### src/rtl/psc_trigger_pkg.sv
// PSC trigger link: shared types, CRC constants and CRC-8 step function.
// Latency: n/a (declarations only).
// Backpressure: n/a.
package psc_trigger_pkg;

  typedef enum logic [2:0] {
    IDLE  = 3'd0,
    START = 3'd1,
    DATA  = 3'd2,
    STOP  = 3'd3,
    BREAK = 3'd4
  } rx_state_t;

  localparam logic [7:0] CRC8_POLY = 8'h07;
  localparam logic [7:0] CRC8_INIT = 8'h00;

  // One byte through CRC-8 (poly 0x07), MSB first, no reflection, no final XOR.
  function automatic logic [7:0] crc8_byte(input logic [7:0] crc, input logic [7:0] data);
    logic [7:0] c;
    c = crc ^ data;
    for (int i = 0; i < 8; i++) begin
      c = c[7] ? ((c << 1) ^ CRC8_POLY) : (c << 1);
    end
    return c;
  endfunction

endpackage

### src/rtl/psc_trigger_uart_rx.sv
// Serial byte receiver: 2-FF synchronizer, start/data/stop bit FSM, bit timer.
// Latency: strobe is combinational in the stop-sample cycle (~2 sync clks + 9.5 bits after start edge).
// Backpressure: none; the line cannot be stalled, every accepted byte is strobed once.
module psc_trigger_uart_rx
  import psc_trigger_pkg::*;
#(
  parameter int CLKS_PER_BIT = 5
) (
  input  logic       clk,
  input  logic       reset,
  input  logic       psc_input,
  output logic [7:0] rx_byte,
  output logic       rx_strobe,
  output logic       rx_stop_err,
  output logic       rx_busy
);

  localparam int HALF = CLKS_PER_BIT / 2;
  localparam int TW   = $clog2(CLKS_PER_BIT + 1);

  logic            sync1;
  logic            sync2;
  logic            line_prev;
  rx_state_t       state;
  rx_state_t       state_nxt;
  logic [TW-1:0]   bit_timer;
  logic [2:0]      bit_cnt;
  logic [7:0]      shift;
  logic            start_edge;
  logic            half_tick;
  logic            full_tick;

  assign start_edge = line_prev & ~sync2;
  assign half_tick  = (bit_timer == TW'(HALF));
  assign full_tick  = (bit_timer == TW'(CLKS_PER_BIT));
  assign rx_byte    = shift;

  // Synchronize the line and keep one delayed copy for falling-edge detect; idle level is 1.
  always_ff @(posedge clk or posedge reset) begin
    if (reset) begin
      sync1     <= 1'b1;
      sync2     <= 1'b1;
      line_prev <= 1'b1;
    end else begin
      sync1     <= psc_input;
      sync2     <= sync1;
      line_prev <= sync2;
    end
  end

  // Bit FSM state register.
  always_ff @(posedge clk or posedge reset) begin
    if (reset) begin
      state <= IDLE;
    end else begin
      state <= state_nxt;
    end
  end

  // Bit FSM next-state: half-bit start check, then full-bit sampling.
  always_comb begin
    state_nxt = state;
    case (state)
      IDLE:    if (start_edge) state_nxt = START;
      START:   if (half_tick)  state_nxt = sync2 ? IDLE : DATA;
      DATA:    if (full_tick && bit_cnt == 3'd7) state_nxt = STOP;
      STOP:    if (full_tick)  state_nxt = sync2 ? IDLE : BREAK;
      BREAK:   if (sync2)      state_nxt = IDLE;
      default: state_nxt = IDLE;
    endcase
  end

  // Bit timer, bit counter and LSB-first shift register; timer sits at 1 while idle.
  always_ff @(posedge clk or posedge reset) begin
    if (reset) begin
      bit_timer <= TW'(1);
      bit_cnt   <= 3'd0;
      shift     <= 8'h00;
    end else begin
      case (state)
        START: begin
          if (half_tick) bit_timer <= TW'(1);
          else           bit_timer <= bit_timer + TW'(1);
        end
        DATA: begin
          if (full_tick) begin
            bit_timer <= TW'(1);
            bit_cnt   <= bit_cnt + 3'd1;
            shift     <= {sync2, shift[7:1]};
          end else begin
            bit_timer <= bit_timer + TW'(1);
          end
        end
        STOP: begin
          if (full_tick) bit_timer <= TW'(1);
          else           bit_timer <= bit_timer + TW'(1);
        end
        default: begin
          bit_timer <= TW'(1);
          bit_cnt   <= 3'd0;
        end
      endcase
    end
  end

  // Outputs: stop-sample verdict, and busy whenever a frame is in progress or starting now.
  always_comb begin
    rx_strobe   = (state == STOP) && full_tick && sync2;
    rx_stop_err = (state == STOP) && full_tick && !sync2;
    rx_busy     = (state != IDLE) || start_edge;
  end

endmodule

### src/rtl/psc_trigger_receiver.sv
// PSC trigger link receiver: packet assembly, CRC-8 check, inter-byte timeout, trigger decode.
// Latency: all strobes one clk after the stop-bit sample of the relevant byte.
// Backpressure: none; strobes are single-clk and must be consumed when asserted.
module psc_trigger_receiver
  import psc_trigger_pkg::*;
#(
  parameter int         CLKS_PER_BIT = 5,
  parameter int         PKT_BYTES    = 2,
  parameter logic [7:0] TRIG_CODE    = 8'hA5,
  parameter int         TIMEOUT_BITS = 20
) (
  input  logic       clk,
  input  logic       reset,
  input  logic       psc_input,
  output logic [7:0] data_out,
  output logic       data_valid,
  output logic [3:0] byte_index,
  output logic       packet_ok,
  output logic       crc_error,
  output logic       frame_error,
  output logic       trigger_out
);

  localparam int TO_LIMIT = TIMEOUT_BITS * CLKS_PER_BIT;
  localparam int TO_W     = $clog2(TO_LIMIT + 1);

  logic [7:0]      rx_byte;
  logic            rx_strobe;
  logic            rx_stop_err;
  logic            rx_busy;
  logic [3:0]      idx;
  logic [7:0]      crc;
  logic [7:0]      byte0;
  logic [TO_W-1:0] to_cnt;
  logic            to_run;
  logic            to_fire;

  psc_trigger_uart_rx #(
    .CLKS_PER_BIT(CLKS_PER_BIT)
  ) u_rx (
    .clk        (clk),
    .reset      (reset),
    .psc_input  (psc_input),
    .rx_byte    (rx_byte),
    .rx_strobe  (rx_strobe),
    .rx_stop_err(rx_stop_err),
    .rx_busy    (rx_busy)
  );

  // A start edge counts as busy, so it suppresses a timeout landing in the same clk.
  assign to_run  = !rx_busy && (idx != 4'd0);
  assign to_fire = to_run && (to_cnt == TO_W'(TO_LIMIT - 1));

  // Inter-byte idle timer: counts only while idle inside a packet.
  always_ff @(posedge clk or posedge reset) begin
    if (reset) begin
      to_cnt <= '0;
    end else if (!to_run || to_fire) begin
      to_cnt <= '0;
    end else begin
      to_cnt <= to_cnt + TO_W'(1);
    end
  end

  // Packet assembly: payload bytes, CRC compare, error discards; one strobe per event.
  always_ff @(posedge clk or posedge reset) begin
    if (reset) begin
      data_out    <= 8'h00;
      data_valid  <= 1'b0;
      byte_index  <= 4'd0;
      packet_ok   <= 1'b0;
      crc_error   <= 1'b0;
      frame_error <= 1'b0;
      trigger_out <= 1'b0;
      idx         <= 4'd0;
      crc         <= CRC8_INIT;
      byte0       <= 8'h00;
    end else begin
      data_valid  <= 1'b0;
      packet_ok   <= 1'b0;
      crc_error   <= 1'b0;
      frame_error <= 1'b0;
      trigger_out <= 1'b0;
      if (rx_stop_err || to_fire) begin
        frame_error <= 1'b1;
        idx         <= 4'd0;
        crc         <= CRC8_INIT;
      end else if (rx_strobe) begin
        if (idx < 4'(PKT_BYTES)) begin
          data_out   <= rx_byte;
          byte_index <= idx;
          data_valid <= 1'b1;
          crc        <= crc8_byte(crc, rx_byte);
          if (idx == 4'd0) byte0 <= rx_byte;
          idx        <= idx + 4'd1;
        end else begin
          if (rx_byte == crc) begin
            packet_ok   <= 1'b1;
            trigger_out <= (byte0 == TRIG_CODE);
          end else begin
            crc_error   <= 1'b1;
          end
          idx <= 4'd0;
          crc <= CRC8_INIT;
        end
      end
    end
  end

endmodule

### config.mk
export PLATFORM = sky130hd
export DESIGN_NAME = psc_trigger_receiver
export DESIGN_NICKNAME = d
export VERILOG_FILES = /design/src/rtl/psc_trigger_pkg.sv /design/src/rtl/psc_trigger_uart_rx.sv /design/src/rtl/psc_trigger_receiver.sv
export SDC_FILE = /design/constraint.sdc
export NUM_CORES = 1
export LEC_CHECK = 0
export BUFFER_PORTS_ARGS = -buffer_cell sky130_fd_sc_hd__buf_2
export CAP_MARGIN = 10
export CORE_AREA = 3 3 87 89
export DETAILED_ROUTE_END_ITERATION = 16
export DIE_AREA = 0 0 90 92
export SETUP_SLACK_MARGIN = 0.4
export SLEW_MARGIN = 20
export SYNTH_ARGS = -nofsm -noshare
export SYNTH_HDL_FRONTEND = slang
export SYNTH_HIERARCHICAL = 1
export SYNTH_SLANG_ARGS = --single-unit
### constraint.sdc
create_clock -name clk -period 7.6 [get_ports clk]
set_input_delay 1.52 -clock clk [delete_from_list [all_inputs] [get_ports clk]]
set_output_delay 1.52 -clock clk [all_outputs]
set_load 0.02 [all_outputs]
==> results.md, run 1 <==
* Vias per cell at 5.11
* Worst Setup Path Type: reg2reg
* CP bufs+invs at 0
* R2r worst-path depth at 5
* Synth Instances at 250
* Cell Pwr Density at 325 mW/mm^2
* Worst-Skew Late Latency at 0.34 ns
* Syn. warnings at 6
* Highest metal used: met4
* Pre-antenna DRT Iters at 6
* Share of the synthesized area in the top cell type at 48.6%
* Max Slew Vio Count at 0
* RSZ-0062 raised after global routing: no
* CTS Buffer Depth at 2
* Share of layout cells above drive strength 1 at 24.9%
* Initial core utilization at 45.2%
* Inst Count DP at 358
* Worst r2r dst: data_out[4]
* Gate power share at 31.9%
* CP arrival at 3.12 ns
* Post-synth EDFFs at 0
* Met1 WL at 2.93 mm
* Clock Power Share at 26.9%
* Nets at 284
* Pre-CTS WS at 4.70 ns
* MaxCap Viol Count at 0
* Dominant synthesized flop cell: dfrtp_1
* Synth Net Count at 261
* Dpl cell area at 0.00325 sq mm
* Mean Syn Cell Area at 12.3 sq um
* Final setup TNS at 0 ns
* Core ar. at 0.00683 sq mm
* Ports at 20
* Tcrit/Tclk final at 38.2%
* Asr flop ratio synth at 100%
* CTS tree: built
* FF+latch count, synth at 64
* Slowest cell on crit path: dfrtp_1
* Final std cells w/o fill at 373
* Total grt overflow at 0
* Vias in the first global route at 1980
* Inserted Diodes at 0
* Initial antenna violation count at 0
* Lkg Pwr at 0.00170 uW
* Final core utilization at 50.5%
* Switching power at 365 uW
* Die ar. at 0.00828 sq mm
* Root buf cell: clkbuf_8
* Leading area contributor after synthesis: dfrtp_1
* Final min period at 2.90 ns
* Final instance area at 0.00345 sq mm
* Clock tree sinks at 64
* Critical-path cell list: nand4b_1 -> nor2_1 -> or4b_1 -> or2_1 -> mux2_1
* Slack of the critical path at 4.70 ns
* Status: complete, no violations
* Antenna-violating nets left at 0
* Hold path depth at 0
* Setup Viol. Count Final at 0
* Commonest non-fill, non-tap cells in the layout: dfrtp_1 (60), nor2_1 (23), buf_2 (19)
* Worst clock skew at 0.00703 ns
* Required @ worst endpoint at 7.82 ns
* Layout area overhead at 11.9%
* HP Start: u_rx/sync1
* Seq/Total Area, Yosys at 52.0%
* Chip Height at 92 microns
* Commonest non-fill, non-tap cell in the layout: dfrtp_1
* DRT Wirelength at 5.66 mm
* Flop2flop setup slack at 4.70 ns
* Peak supply drop at 0.176 mV
* Worst setup EP type: flop
* Reg power frac at 41.2%
* FP Rows at 30
* Initial drt markers at 84
* GRT Util Overall at 15.6%
* Met2 wire length at 2.46 mm
* Post-detail-place hpwl at 3.84 mm
* Reg2reg start: u_rx/state[1]
* Slowest stage delay, CP at 0.65 ns
* Hold crit path type: reg2reg
* Clock Pin Slew Worst Setup and Hold Paths at 0.07 ns
* H-tree depth at 3
* Crit start category: flop
* Sw Ratio at 32.5%
* First-pass GRT wire length at 10.1 mm
* Number of CTS-inserted buffers at 9
* Post-Syn Area at 0.00309 sq mm
* PortBufs at 19
* Routed via count at 1905
* Wire per inst at 15.2 microns
* Crit Path Max Fanout at 15
* Cell variety after synth at 55
* Hold_buf cts at 0
* Residual DRC count at 0
* Delay-heaviest family, CP: simple AND/OR/NAND/NOR gates
* Hold Vio Cnt, Final at 0
* Fmax at 345 MHz
* Worst slew margin at 38.6%
* Worst-Margin Slew at 0.920 ns
* Int Pwr at 757 uW
* PostCTS Resize Cnt at 0
* Worst Hold End: u_rx/sync2
* Die Wd at 90 microns
* Post CTS Setup Buffer Count at 0
* WL met3 at 161 microns
* Largest net degree at the start of global routing at 45
* Largest cells by area after synthesis: dfrtp_1 (49%), mux2_2 (5.8%), xnor2_1 (4.8%), dfstp_2 (3.4%), ha_1 (3.2%)
* GPL Wtd Cong at 0.735
==> power by group through the flow <==
stage | Combinational [uW] | Clock (uW) | Sequential, uW
finish | 357 | 301 | 462
global route | 400 | 329 | 474
CTS | 361 | 311 | 462
detailed placement | 355 | 0 | 469
global placement | 355 | 0 | 468
floorplan | 326 | 0 | 441
==> final cells by class <==
cell class                      count  area [sq um]
Clock buffer                       12           165
Clock inverter                      3          40.0
Fill cell                         658          3380
Inverter                            9          33.8
Multi-Input combinational cell    170          1390
Sequential cell                    64          1610
Tap cell                           96           120
Timing Repair Buffer               19          95.1
==> worst max-delay path by stage <==
stage / startpoint / endpoint / slack [ns] / cells after the start
finish: u_rx/state[1] / data_out[4] / 4.70 / 5
global route: u_rx/state[1] / data_out[4] / 4.45 / 5
floorplan: reset / byte0[0] / 5.05 / 1
detailed placement: u_rx/state[1] / data_out[4] / 4.70 / 5
global placement: u_rx/state[0] / data_out[3] / 4.81 / 6
CTS: u_rx/state[1] / data_out[4] / 4.69 / 5
==> logic make-up (layout without fill, tap and decap cells) <==
kind of cell               Yosys count  after routing  share of synthesized area [%]
and+or+nand+nor                     80             80                           14.4
DFF                                 64             64                           52.0
AOI/OAI and AO/OA                   30             30                           8.07
muxes                               27             27                           10.2
xor gates and xnor gates            25             25                           9.20
buffers and inverters               16             43                           2.84
adders and majority gates            8              8                           3.24
==> layer usage <==
layer | up-vias | track usage (%)
met5 | - | 0
met4 | 0 | 7.65
met3 | 9 | 3.94
met2 | 25 | 22.4
met1 | 947 | 22.1
li1 | 924 | -
==> sequential cells by signal (all words and copies together), names as in the netlist, 3 cells and up <==
name            flops
u_rx/bit_cnt        3
u_rx/bit_timer      3
byte_index          4
data_out            8
u_rx/rx_byte        8
idx                 4
u_rx/state          3
crc                 8
byte0               8
to_cnt              7
==> Yosys cell counts (2+ instances only) <==
library cell and count:
xnor2_1 17, dfrtp_1 60, xor2_1 3, dfstp_2 4, xor3_1 2, nand3_1 9, nand2_1 12, mux2_2 16
xnor3_1 2, a21oi_1 3, nor4bb_1 2, o21ai_0 5, a22o_1 6, inv_1 8, clkbuf_1 2, mux2_1 8
nand4b_1 2, or3_1 2, ha_1 8, mux2_4 3, a22oi_1 3, and2_1 4, nor2_1 23, and3_1 2
a31oi_1 3, buf_6 3, nor2b_1 4, nor3_1 2, nand2b_1 5, o21ai_1 2
==> per-stage QoR <==
step	hold slack [ns]	power, uW
2_1_floorplan	0.345	768
3_3_place_gp	0.349	824
3_5_place_dp	0.352	824
4_1_cts	0.370	1130
5_1_grt	0.364	1200
6_report	0.369	1120
(Power assumes the default switching activity.)
==> run 2: changes to the inputs <==
clock period = 2.4 ns   (was 7.6 ns; I/O delays follow)
==> run 2 against run 1 <==
Clock skew down 0.00069 ns. Global-route usage up 0.64 points. Critical endpoint is now idx[0]. Largest cell class unchanged. Power rose to 3.4 times the previous value.
==> results.md, run 2 (synthesized netlist as in run 1, its figures left out) <==
* Status: complete, no violations
* CP arrival at 2.39 ns
* Power Total at 3850 uW
* Worst slew margin at 49.9%
* DRT Wirelength at 6.12 mm
* GRT Util Overall at 16.3%
* Clock Pin Slew Worst Setup and Hold Paths at 0.07 ns
* Die Wd at 90 microns
* MaxCap Viol Count at 0
* Initial core utilization at 45.2%
* Inserted Diodes at 0
* Peak supply drop at 0.506 mV
* Residual DRC count at 0
* Required @ worst endpoint at 2.64 ns
* Root buf cell: clkbuf_8
* Worst hold slack at 0.157 ns
* Worst-Skew Late Latency at 0.35 ns
* Final min period at 2.15 ns
* GPL Wtd Cong at 0.818
* Ports at 20
* Critical path startpoint: u_rx/sync2
* Delay-heaviest family, CP: compound AO/OA/AOI/OAI gates
* Initial antenna violation count at 0
* Tcrit/Tclk final at 89.7%
* Antenna-violating nets left at 0
* Final instance area at 0.00395 sq mm
* Worst-Margin Slew at 0.750 ns
* Share of layout cells above drive strength 1 at 42.4%
* H-tree depth at 3
* Hold crit path type: in2async
* WP depth at 7
* Total grt overflow at 0
* RSZ-0062 raised after global routing: yes
* Commonest non-fill, non-tap cells in the layout: dfrtp_1 (59), buf_4 (26), nor2_1 (20), mux2_4 (20), buf_2 (19)
* Cell Pwr Density at 974 mW/mm^2
* Met2 wire length at 2.76 mm
* Worst clock skew at 0.00634 ns
* Hold Vio Cnt, Final at 0
* WL met3 at 228 microns
* Crit start category: flop
* R2r worst-path depth at 7
* Slack of the critical path at 0.246 ns
* Wire per inst at 14.9 microns
* Initial drt markers at 83
* Max Slew Vio Count at 0
* Worst Setup Path Type: reg2reg
* Nets at 321
* Lkg Pwr at 0.00196 uW
* Slowest cell on crit path: dfstp_2
* First-pass GRT wire length at 10.5 mm
* Vias in the first global route at 2082
* Routed via count at 2057
* Clock tree sinks at 64
* Slowest stage delay, CP at 0.56 ns
* Crit Path Max Fanout at 8
* Met1 WL at 3.00 mm
* CTS Buffer Depth at 2
* FP Rows at 30
* Critical-path cell list: inv_2 -> a2111o_1 -> o41ai_4 -> or2_4 -> buf_12 -> inv_6 -> mux2_4
* Core ar. at 0.00683 sq mm
* Largest net degree at the start of global routing at 21
* Dpl cell area at 0.00342 sq mm
* Number of CTS-inserted buffers at 9
* Commonest non-fill, non-tap cell in the layout: dfrtp_1
* Post-detail-place hpwl at 3.98 mm
* Chip Height at 92 microns
* Layout area overhead at 27.9%
* Vias per cell at 5.02
* Die ar. at 0.00828 sq mm
* Final core utilization at 57.8%
* Worst setup EP type: flop
* Highest metal used: met4
* Fmax at 464 MHz
* Setup Viol. Count Final at 0
* Pre-CTS WS at 0.142 ns
* PortBufs at 19
* Pre-antenna DRT Iters at 4
* CP bufs+invs at 3
* CTS tree: built
* Reg2reg start: u_rx/sync2
run 2: cell types whose count changed in the layout (fill, tap and decap cells not counted), sizes merged:
cell / delta
clkinvlp: +2
buf: +37
clkbuf: -2
inv: -1
clkinv: +1
run 2: timing repair:
action,4_1_cts,5_1_grt
cloned,1,0
setup buffers,13,5
hold buffers,0,0
setup endpoints to repair,33,36
pin swaps,11,10
gates resized for setup,24,23
run 2: cell type report:
cell class	count	area, sq um
Multi-Input combinational cell	170	1550
Clock inverter	5	58.8
Inverter	9	41.3
Timing Repair Buffer	56	439
Tap cell	96	120
Fill cell	583	2880
Sequential cell	64	1610
Clock buffer	10	128
run 2: worst reg2reg max path: cells and delay by family, from the launching register on:
family | cells | cell delay [ns]
compound gates | 2 | 0.74
flops | 1 | 0.56
mux | 1 | 0.26
buf+inv | 3 | 0.24
simple gates | 1 | 0.23
run 2: final timing paths:
check | endpoint | slack, ns
max | idx[0] | 0.25
min | crc[0] | 0.16
max reg2reg | idx[0] | 0.25
min reg2reg | u_rx/sync2 | 0.36
max in group asynchronous | u_rx/bit_timer[2] | 1.62
min in group clk | u_rx/sync1 | 0.23
run 2: report_power, final:
part           switching [uW]  internal, uW  total [uW]
Combinational             717           832        1550
Clock                     428           473         902
Sequential                155          1240        1400
run 2: layer usage:
| metal | up-vias | track usage, % |
|---|---|---|
| li1 | 1001 | - |
| met1 | 1003 | 22.3 |
| met2 | 41 | 23.7 |
| met3 | 12 | 5.25 |
| met4 | 0 | 7.14 |
| met5 | - | 0 |
run 2: stage by stage:
stage | TNS (ns) | instances
after detailed placement | 0 | 376
final | 0 | 410
after floorplan | -0.0150 | 250
after CTS | 0 | 405
after global routing | 0 | 410
after global placement | 0 | 376
==> run 3: changes to the inputs <==
CORE_AREA = 3 3 103 76   (was 3 3 87 89)
CTS_BUF_LIST = sky130_fd_sc_hd__clkbuf_4   (was unset)
DIE_AREA = 0 0 106 79   (was 0 0 90 92)
==> run 3 against run 2 <==
Sequential cell count is the same. Design area shrank 1.4%. Combinational power shrank 3%. Fmax grew 1.1%. Critical endpoint is now data_out[6]. Global-route usage grew 0.56 points. Clock power shrank 23%. Hold slack lost 0.047 ns. Core utilization shrank 0.17 points.
==> results.md, run 3 (synthesized netlist as in run 1, its figures left out) <==
* Worst clock skew at 0.0154 ns
* Worst slew margin at 48.8%
* Root buf cell: clkbuf_4
* H-tree depth at 3
* Fillcell total at 602
* Initial core utilization at 45.7%
* Core ar. at 0.00676 sq mm
* Wire per inst at 15.2 microns
* Commonest non-fill, non-tap cells in the layout: dfrtp_1 (58), buf_4 (33), nor2_1 (21)
* Hold_buf cts at 0
* Tcrit/Tclk final at 88.8%
* Cell Pwr Density at 927 mW/mm^2
* Post-detail-place hpwl at 4.19 mm
* Fmax at 469 MHz
* Peak supply drop at 0.403 mV
* Die Wd at 106 microns
* Required @ worst endpoint at 2.70 ns
* PortBufs at 19
* GPL Wtd Cong at 0.815
* Worst r2r dst: data_out[6]
* RSZ-0062 raised after global routing: yes
* Ports at 20
* Worst setup EP type: flop
* Worst-Margin Slew at 0.768 ns
* Residual DRC count at 0
* Routed via count at 2078
* Flop2flop setup slack at 0.27 ns
* Share of layout cells above drive strength 1 at 42.9%
* Hold crit path type: in2async
* Final std cells w/o fill at 416
* Initial drt markers at 84
* Layout area overhead at 26.1%
* DRT Wirelength at 6.32 mm
* Total grt overflow at 0
* Chip Height at 79 microns
* FP Rows at 25
* Max Slew Vio Count at 0
* First-pass GRT wire length at 10.8 mm
* Initial antenna violation count at 0
* Worst Setup Path Type: reg2reg
* Critical-path cell list: inv_2 -> a2111o_1 -> o41ai_4 -> or2_4 -> buf_6 -> mux2_4
* Clock Pin Slew Worst Setup and Hold Paths at 0.10 ns
* GRT Util Overall at 16.8%
* Crit Path Max Fanout at 4
* CTS tree: built
* Reg2reg start: u_rx/sync2
* MaxCap Viol Count at 0
* Die ar. at 0.00837 sq mm
* Vias per cell at 5.00
* Inserted Diodes at 0
* Pre-antenna DRT Iters at 4
* Largest net degree at the start of global routing at 28
* Hold Vio Cnt, Final at 0
* Lkg Pwr at 0.00196 uW
* Status: complete, no violations
* Number of CTS-inserted buffers at 9
* Nets at 328
* Setup Viol. Count Final at 0
* Clock tree sinks at 64
* Slowest stage delay, CP at 0.59 ns
* R2r worst-path depth at 6
* Inst Count DP at 375
* Antenna-violating nets left at 0
* Power Total at 3610 uW
* Crit start category: flop
* CTS Buffer Depth at 2
* Slowest cell on crit path: dfstp_2
* Vias in the first global route at 2162
* CP arrival at 2.43 ns
* Worst-Skew Late Latency at 0.41 ns
* Final min period at 2.13 ns
* Commonest non-fill, non-tap cell in the layout: dfrtp_1
-- run 3: cell count changes in the layout (fill, tap and decap cells not counted), moves of 2 or more --
cell | before | now
clkbuf_4 | 0 | 11
buf_4 | 26 | 33
and2_1 | 0 | 4
and2_4 | 4 | 0
clkinvlp_4 | 2 | 0
clkbuf_8 | 9 | 0
inv_2 | 1 | 3
-- run 3: metal layers --
layer | GRT usage, % | wire [microns]
met4 | 5.82 | 79
met2 | 22.6 | 2620
met1 | 25.0 | 3260
met5 | 0 | 0
met3 | 5.85 | 358
-- run 3: what timing repair did --
| action | in CTS | in global routing |
|---|---|---|
| resized for setup | 18 | 24 |
| setup endpoints to repair | 31 | 34 |
| cloned | 1 | 0 |
| buffers inserted | 21 | 3 |
| pin swaps | 11 | 10 |
-- run 3: worst max path at each step --
stage                      startpoint            end  slack, ns  cells after the start
floorplan           u_rx/bit_timer[0]    data_out[0]     -0.003                      8
global placement           u_rx/sync2    data_out[3]       0.12                      6
detailed placement         u_rx/sync2    data_out[2]       0.13                      6
CTS                 u_rx/bit_timer[0]    data_out[3]       0.24                      6
global route        u_rx/bit_timer[0]  u_rx/state[0]       0.18                     13
finish                     u_rx/sync2    data_out[6]       0.27                      6
-- run 3: through the flow --
step / worst slack, ns / hold WS (ns) / setup TNS, ns / util (%) / area (sq um)
final: 0.269 / 0.110 / 0 / 57.6 / 3890
after detailed placement: 0.126 / 0.347 / 0 / 50.6 / 3420
after floorplan: -0.00300 / 0.345 / -0.0150 / - / 3120
after global routing: 0.179 / 0.112 / 0 / 57.6 / 3890
after CTS: 0.240 / 0.125 / 0 / 56.2 / 3800
after global placement: 0.125 / 0.346 / 0 / 50.6 / 3420
-- run 3: cell type report --
type                            instances  area, sq um  share of cell area, %
Clock inverter                          5         47.5                   1.22
Inverter                                9         36.3                  0.932
Multi-Input combinational cell        170         1510                   38.9
Clock buffer                           11         82.6                   2.12
Tap cell                               94          118                   3.02
Sequential cell                        64         1610                   41.3
Timing Repair Buffer                   63          487                   12.5
-- run 3: worst max-delay path, delay by kind of cell (launching register included) --
| kind | cells | cell delay [ns] |
|---|---|---|
| AOI/OAI and AO/OA | 2 | 0.73 |
| buffers and inverters | 2 | 0.18 |
| DFF | 1 | 0.59 |
| muxes | 1 | 0.30 |
| and+or+nand+nor | 1 | 0.22 |
-- run 3: report_power, final --
part / switching (uW) / total, uW / internal [uW]
clock network: 364 / 696 / 331
logic: 679 / 1500 / 823
registers: 171 / 1410 / 1240
